==> src/rtl/program_loader.sv <==
// Boot/load sequencer for the risc core.
// Streams program words into memory from address 0 while the core is held in reset,
// then releases the core and counts run cycles until the core halts.
//
// state  | meaning
// -------+-------------------------------------------------------------
// IDLE   | nothing loaded or load aborted; core held in reset
// LOAD   | accepting stream words, one memory write per transfer
// DRAIN  | one cycle for the final write to land in memory
// RUN    | core released, run-cycle counter advancing (saturating)
// HALTED | core halted; counter frozen, core left out of reset
module program_loader #(
   parameter int ADDR_WIDTH = 5,
   parameter int DATA_WIDTH = 8,
   parameter int CNT_WIDTH  = 16
) (
   input  logic                  clk,
   input  logic                  rst,
   input  logic                  start,
   input  logic                  abort,
   input  logic [ADDR_WIDTH-1:0] len,
   input  logic                  in_valid,
   input  logic [DATA_WIDTH-1:0] in_data,
   output logic                  in_ready,
   output logic                  mem_wr,
   output logic [ADDR_WIDTH-1:0] mem_addr,
   output logic [DATA_WIDTH-1:0] mem_data,
   input  logic                  halt,
   output logic                  cpu_rst,
   output logic                  busy,
   output logic                  done,
   output logic [CNT_WIDTH-1:0]  run_cycles
);

   typedef enum logic [2:0] {
      S_IDLE   = 3'd0,
      S_LOAD   = 3'd1,
      S_DRAIN  = 3'd2,
      S_RUN    = 3'd3,
      S_HALTED = 3'd4
   } state_t;

   state_t                state_q, state_d;
   logic [ADDR_WIDTH-1:0] ptr_q, ptr_d;
   // one extra bit so len==0 can represent a full 2**ADDR_WIDTH word load
   logic [ADDR_WIDTH:0]   rem_q, rem_d;
   logic [CNT_WIDTH-1:0]  run_cycles_q, run_cycles_d;
   logic                  mem_wr_q, mem_wr_d;
   logic [ADDR_WIDTH-1:0] mem_addr_q, mem_addr_d;
   logic [DATA_WIDTH-1:0] mem_data_q, mem_data_d;
   logic                  cpu_rst_q, cpu_rst_d;
   logic                  busy_q, busy_d;
   logic                  done_q, done_d;
   logic                  xfer;

   assign in_ready = (state_q == S_LOAD);
   // a word presented together with abort is dropped
   assign xfer     = in_valid & in_ready & ~abort;

   // state register and all registered outputs, synchronous active-low reset
   always_ff @(posedge clk) begin
      if (!rst) begin
         state_q      <= S_IDLE;
         ptr_q        <= '0;
         rem_q        <= '0;
         run_cycles_q <= '0;
         mem_wr_q     <= 1'b0;
         mem_addr_q   <= '0;
         mem_data_q   <= '0;
         cpu_rst_q    <= 1'b0;
         busy_q       <= 1'b0;
         done_q       <= 1'b0;
      end else begin
         state_q      <= state_d;
         ptr_q        <= ptr_d;
         rem_q        <= rem_d;
         run_cycles_q <= run_cycles_d;
         mem_wr_q     <= mem_wr_d;
         mem_addr_q   <= mem_addr_d;
         mem_data_q   <= mem_data_d;
         cpu_rst_q    <= cpu_rst_d;
         busy_q       <= busy_d;
         done_q       <= done_d;
      end
   end

   // next state plus load pointer, remaining count and run counter
   always_comb begin
      state_d      = state_q;
      ptr_d        = ptr_q;
      rem_d        = rem_q;
      run_cycles_d = run_cycles_q;
      if (abort) begin
         state_d = S_IDLE;
         ptr_d   = '0;
         rem_d   = '0;
      end else begin
         case (state_q)
            S_IDLE, S_HALTED: begin
               if (start) begin
                  state_d      = S_LOAD;
                  ptr_d        = '0;
                  rem_d        = (len == '0) ? {1'b1, {ADDR_WIDTH{1'b0}}} : {1'b0, len};
                  run_cycles_d = '0;
               end
            end
            S_LOAD: begin
               if (xfer) begin
                  ptr_d = ptr_q + ADDR_WIDTH'(1);
                  rem_d = rem_q - (ADDR_WIDTH + 1)'(1);
                  if (rem_q == (ADDR_WIDTH + 1)'(1)) begin
                     state_d = S_DRAIN;
                  end
               end
            end
            S_DRAIN: begin
               state_d = S_RUN;
            end
            S_RUN: begin
               if (halt) begin
                  state_d = S_HALTED;
               end else if (run_cycles_q != {CNT_WIDTH{1'b1}}) begin
                  run_cycles_d = run_cycles_q + CNT_WIDTH'(1);
               end
            end
            default: begin
               state_d = S_IDLE;
            end
         endcase
      end
   end

   // registered outputs derived from the upcoming state and the current transfer
   always_comb begin
      mem_wr_d   = xfer;
      mem_addr_d = mem_addr_q;
      mem_data_d = mem_data_q;
      if (xfer) begin
         mem_addr_d = ptr_q;
         mem_data_d = in_data;
      end
      cpu_rst_d = (state_d == S_RUN) || (state_d == S_HALTED);
      busy_d    = (state_d == S_LOAD) || (state_d == S_DRAIN) || (state_d == S_RUN);
      done_d    = (state_d == S_HALTED);
   end

   assign mem_wr     = mem_wr_q;
   assign mem_addr   = mem_addr_q;
   assign mem_data   = mem_data_q;
   assign cpu_rst    = cpu_rst_q;
   assign busy       = busy_q;
   assign done       = done_q;
   assign run_cycles = run_cycles_q;

endmodule

==> config.mk <==
export PLATFORM = sky130hd
export DESIGN_NAME = program_loader
export DESIGN_NICKNAME = d
export VERILOG_FILES = /design/src/rtl/program_loader.sv
export SDC_FILE = /design/constraint.sdc
export NUM_CORES = 1
export LEC_CHECK = 0
export BUFFER_PORTS_ARGS = -buffer_cell sky130_fd_sc_hd__buf_2
export CORE_MARGIN = 2
export CORE_UTILIZATION = 30
export DETAILED_ROUTE_END_ITERATION = 8
export HOLD_SLACK_MARGIN = 0.03
export PLACE_DENSITY_LB_ADDON = 0.12
export REMOVE_ABC_BUFFERS = 1
export SKIP_CTS_REPAIR_TIMING = 1
export SLEW_MARGIN = 20
export SYNTH_ARGS = -nofsm -noshare
export SYNTH_HDL_FRONTEND = slang
export SYNTH_SLANG_ARGS = --single-unit
==> constraint.sdc <==
create_clock -name clk -period 2.7 [get_ports clk]
set_clock_uncertainty 0.2 [all_clocks]
set_input_delay 0 -clock clk [delete_from_list [all_inputs] [get_ports clk]]
set_output_delay 0 -clock clk [all_outputs]
set_load 0.05 [all_outputs]
==> reports/qor.yml, run 1 <==
r2r_slack_ps: 220
cpPeakStageDelay_ps: 570
cp_common_cell: "nand2_1"
crit_required_ps: 2730
first_pass_iters: 4
finish.utilization_pct: 40.8
crit_fanout: 13
gp_congestion: 0.783
clk_path_buf_depth: 2
grt_pass1_vias: 1790
dp_hpwl_um: 3600
synth.top_cell.area_share_pct: 42.9
multi_input_area_um2: 1170
final_common_cell: "buf_2"
n_fill_cell: 757
fp.dieArea_um2: 8020
grt_overflow: 0
synthCells: 262
tightest_slew_ps: 427
drc: 0
start_kind: "flop"
p_leak_uw: 0.00119
h-tree-depth: 2
ant_nets: 0
cp-end-kind: "flop"
start_util_pct: 30.6
routed_via_density: 4.67
hold_violations: 0
ys_seq_elements: 47
antenna_found_initial: 0
nNetsFinal: 360
clkLatencyLatePin_ps: 300
synth_edf_count: 0
synth_area_leader_cell: "dfxtp_1"
seq_area_frac_synth_pct: 42.9
synthArstFlopShare_pct: 0
hp-class: "input pin to flop"
crit_chain: "or3b_1 -> inv_2 -> nand2_1 -> o32ai_1 -> nand2_1 -> dlygate4sd3_1 -> a21oi_1"
status: "completed"
max_freq_mhz: 402
cts_root_buffer: "clkbuf_8"
worstPathArrival_ps: 2510
setup_viol: 0
area_growth_pct: 33.3
finalCritPeriodShare_pct: 92.0
wl_per_cell_um: 12.1
die_h_um: 89.5
final-max-slew-violation-count: 0
ir_worst_vdd_mv: 0.202
grt_usage_pct: 13.5
totalWireLength_um: 5270
drt_iter0_drc: 69
grt_pass1_wl_um: 8380
drive_above_1_share_pct: 20.7
p_per_area_nw_per_um2: 469
period_needed_ps: 2480
worst_path_max_delay_cell: "or3b_1"
tns_ps: 0
synth_flop_cell: "dfxtp_1"
numCtsBuffers: 5
drv_cap: 0
io_buffers: 52
vias: 2042
cts.sinks: 47
cts_tree: "built"
grt_max_degree: 23
slew_headroom_pct: 71.5
clkTransAtPathRegs_ps: 80
fp-row-count: 31
whs_ps: 188
diodes: 0
crit_type: "flop to flop"
ys_types: 52
synth_area_leaders: "dfxtp_1 43%, nand2_1 6.3%, xor2_1 4.4%"
regArea_um2: 941
synth_warnings: 0
dieWidth_um: 89.5
rsz0062_at_grt: "no"
core_um2: 7180
final_cell_mix: "52 x buf_2, 47 x dfxtp_1, 37 x nand2_1"
synth_area_um2: 2190
syn_avg_cell_area_um2: 8.38
ios: 53
-- critical path, delay by kind of cell, from the launching register on --
kind            cells  cell delay (ps)
buf+inv             2              730
flops               1              450
simple gates        3              740
compound gates      2              290
-- layout make-up --
class	count	area share (%)
Multi-Input combinational cell	195	39.9
Clock buffer	6	2.82
Sequential cell	47	32.2
Inverter	6	0.770
Timing Repair Buffer	82	18.9
Clock inverter	2	1.20
Tap cell	99	4.23
-- routing by layer --
metal / GRT usage [%] / share of wire (%)
met1: 18.3 / 51
met2: 21.1 / 44
met3: 3.14 / 3.9
met4: 4.48 / 1.3
met5: 0 / 0
-- where the power goes --
part	internal, uW	switching, uW
registers	699	5.07
logic	55.9	73.6
clock network	300	239
total	1060	317
-- synth_stat cells, types with 2 or more instances --
library cell,count
nor3_1,4
o21ai_0,11
nand2_1,37
inv_1,5
ha_1,4
and3_1,3
nand3_1,13
dfxtp_1,47
a21boi_0,7
a21boi_1,7
or4_1,2
nor2_1,25
nand4_1,5
or3_1,4
xnor2_1,2
o2111ai_1,2
a21oi_1,13
a22oi_1,2
nor2b_1,2
o21a_1,3
or3b_1,2
o211ai_1,5
clkbuf_1,10
a211oi_1,2
a21o_1,2
and2_1,4
xor2_1,11
buf_2,3
nor4_1,2
-- through the flow --
| stage | cells | total power [uW] | cell area [um2] | setup slack (ps) |
|---|---|---|---|---|
| 2_1_floorplan | 248 | 785 | 2130 | 353 |
| 3_3_place_gp | 402 | 830 | 2540 | 449 |
| 3_5_place_dp | 402 | 828 | 2540 | 418 |
| 4_1_cts | 410 | 1370 | 2660 | 411 |
| 5_1_grt | 437 | 1450 | 2930 | 23.0 |
| 6_report | 437 | 1370 | 2930 | 215 |
-- worst paths after layout --
path                                   from           to  depth (start not counted)
worst min-delay path                  start     rem_q[3]                          5
worst min register to register  mem_addr[4]  mem_addr[4]                          2
worst max-delay path             state_q[0]     rem_q[5]                          7
worst max register to register   state_q[0]     rem_q[5]                          7
-- state kept, by name (all words and copies together) (netlist names) --
register,flops
ptr_q,5
mem_addr,5
busy,1
cpu_rst,1
run_cycles,16
rem_q,6
mem_data,8
done,1
mem_wr,1
state_q,3
-- logic make-up (layout without fill, tap and decap cells) --
| family | after synthesis | in the layout | share of synthesized area (%) |
|---|---|---|---|
| simple gates | 113 | 113 | 25.4 |
| flops | 47 | 47 | 42.9 |
| fa+ha+maj | 4 | 4 | 2.28 |
| xor+xnor | 13 | 13 | 5.19 |
| buf+inv | 20 | 96 | 3.93 |
| compound gates | 65 | 65 | 20.4 |
Power figures use the tool's default switching activity.
==> run 2, diff against run 1 <==
- CORE_ASPECT_RATIO: default -> 1.2
==> run 2 against run 1 <==
  * Sequential power is essentially flat
  * Flip-flop and latch count stayed put
  * Total power grew 0.89%
  * Register-to-register slack is essentially flat
  * Maximum frequency shrank 0.29%
  * Die area is essentially flat
  * First-iteration DRC count grew 51%
  * Final cell count fell by 1.8%
==> reports/qor.yml, run 2 (synthesis results as in run 1) <==
die_h_um: 97.7  # was 89.5 um
numCtsBuffers: 5  # unchanged
tightest_slew_ps: 452  # was 427 ps
h-tree-depth: 2  # unchanged
final-max-slew-violation-count: 0  # unchanged
timing.rr.start: "state_q[0]"  # unchanged
vias: 2070  # was 2042
regArea_um2: 941  # unchanged
clkTransAtPathRegs_ps: 90  # was 80 ps
holdPathEnd: "rem_q[2]"  # was rem_q[3]
hp-start: "start"  # unchanged
ir_worst_vdd_mv: 0.226  # was 0.202 mV
hp-class: "input pin to flop"  # unchanged
fp.dieArea_um2: 8020  # about the same
cp-end-kind: "flop"  # unchanged
grt_usage_pct: 13.2  # was 13.5%
worstPathArrival_ps: 2490  # was 2510 ps
crit_fanout: 9  # was 13
grt_max_degree: 23  # unchanged
p_per_area_nw_per_um2: 474  # was 469 nW/um2
p_leak_uw: 0.00120  # was 0.00119 uW
largest_register_ff_count: 16  # unchanged
cpPeakStageDelay_ps: 550  # was 570 ps
antenna_found_initial: 0  # unchanged
grt_overflow: 0  # unchanged
totalWireLength_um: 5410  # was 5270 um
rsz0062_at_grt: "no"  # unchanged
crit_type: "flop to flop"  # unchanged
drive_above_1_share_pct: 20.9  # was 20.7%
wl_per_cell_um: 12.6  # was 12.1 um
grt_pass1_wl_um: 8360  # was 8380 um
r2r_slack_ps: 210  # was 220 ps
ios: 53  # unchanged
crit_start: "state_q[0]"  # unchanged
cts_tree: "built"  # unchanged
finalCritPeriodShare_pct: 92.3  # was 92.0%
setup_viol: 0  # unchanged
clkLatencyLatePin_ps: 300  # about the same
drc: 0  # unchanged
gp_congestion: 0.804  # was 0.783
fp-row-count: 34  # was 31
nNetsFinal: 361  # was 360
crit_required_ps: 2700  # was 2730 ps
multi_input_area_um2: 1170  # unchanged
dr_wl_met3_um: 250  # was 205 um
core_um2: 7190  # was 7180 um2
drt_iter0_drc: 104  # was 69
clk_path_buf_depth: 2  # unchanged
max_freq_mhz: 401  # was 402 MHz
first_pass_iters: 4  # unchanged
r2r_end: "mem_data[6]"  # was rem_q[5]
ant_nets: 0  # unchanged
slew_headroom_pct: 69.8  # was 71.5%
io_buffers: 52  # unchanged
cts.sinks: 47  # unchanged
hold_depth: 5  # unchanged
start_kind: "flop"  # unchanged
n_fill_cell: 722  # was 757
worst_path_max_delay_cell: "dlygate4sd3_1"  # was or3b_1
tns_ps: 0  # unchanged
dieWidth_um: 82.1  # was 89.5 um
dp_hpwl_um: 3690  # was 3600 um
cts_root_buffer: "clkbuf_8"  # unchanged
area_growth_pct: 33.1  # was 33.3%
whs_ps: 162  # was 188 ps
period_needed_ps: 2490  # was 2480 ps
drt-met1-wl_um: 2580  # was 2680 um
crit_chain: "or3b_1 -> inv_2 -> nand3_1 -> buf_4 -> nand2_1 -> a21boi_1 -> dlygate4sd3_1"  # was or3b_1 -> inv_2 -> nand2_1 -> o32ai_1 -> nand2_1 -> dlygate4sd3_1 -> a21oi_1
start_util_pct: 30.5  # was 30.6%
hold_violations: 0  # unchanged
drv_cap: 0  # unchanged
final_common_cell: "buf_2"  # unchanged
diodes: 0  # unchanged
grt_pass1_vias: 1844  # was 1790
status: "completed"  # unchanged
wl_met2_um: 2470  # was 2320 um
routed_via_density: 4.83  # was 4.67
final_cell_mix: "52 x buf_2, 47 x dfxtp_1, 37 x nand2_1"  # unchanged
reg2reg_depth: 7  # unchanged
topRoutingLayerUsed: "met4"  # unchanged
[run 2: how the worst max path moves through the flow]
stage                               end  cells after the start  slack [ps]
final                       mem_data[6]                      7         210
after global routing        mem_data[3]                      7          40
after CTS                 run_cycles[6]                      5         400
after detailed placement  run_cycles[6]                      5         420
after global placement    run_cycles[6]                      5         440
after floorplan           run_cycles[5]                      6         350
[run 2: worst max-delay path: cells and delay by family (launching register included)]
| kind | cells | cell delay, ps |
|---|---|---|
| DFF | 1 | 460 |
| buffers and inverters | 3 | 930 |
| and+or+nand+nor | 3 | 740 |
| AOI/OAI and AO/OA | 1 | 60 |
[run 2: per-layer routing]
| metal | up-vias | global-route usage [%] |
|---|---|---|
| met4 | 0 | 4.62 |
| li1 | 1066 | - |
| met3 | 11 | 3.16 |
| met5 | - | 0 |
| met2 | 48 | 20.6 |
| met1 | 945 | 17.5 |
[run 2: report_power, final]
part / total, uW / internal [uW] / switching, uW
sequential: 705 / 699 / 5.28
combinational: 130 / 57.2 / 72.8
clock: 550 / 300 / 250
total: 1380 / 1060 / 328
[run 2: cell type report]
| class | count | share of cell area [%] |
|---|---|---|
| inverter | 6 | 0.771 |
| timing repair buffer | 83 | 19.2 |
| clock inverter | 2 | 1.20 |
| clock buffer | 6 | 2.83 |
| sequential | 47 | 32.2 |
| multi-input combinational | 195 | 40.0 |
| tap | 90 | 3.85 |
[run 2: metrics by stage]
step / setup slack [ps] / util (%) / instances / total power (uW) / cell area, um2
2_1_floorplan: 353 / - / 248 / 785 / 2130
3_3_place_gp: 444 / 35.2 / 394 / 831 / 2530
3_5_place_dp: 417 / 35.2 / 394 / 829 / 2530
4_1_cts: 404 / 36.9 / 402 / 1380 / 2650
5_1_grt: 37.8 / 40.6 / 429 / 1450 / 2920
6_report: 208 / 40.6 / 429 / 1380 / 2920
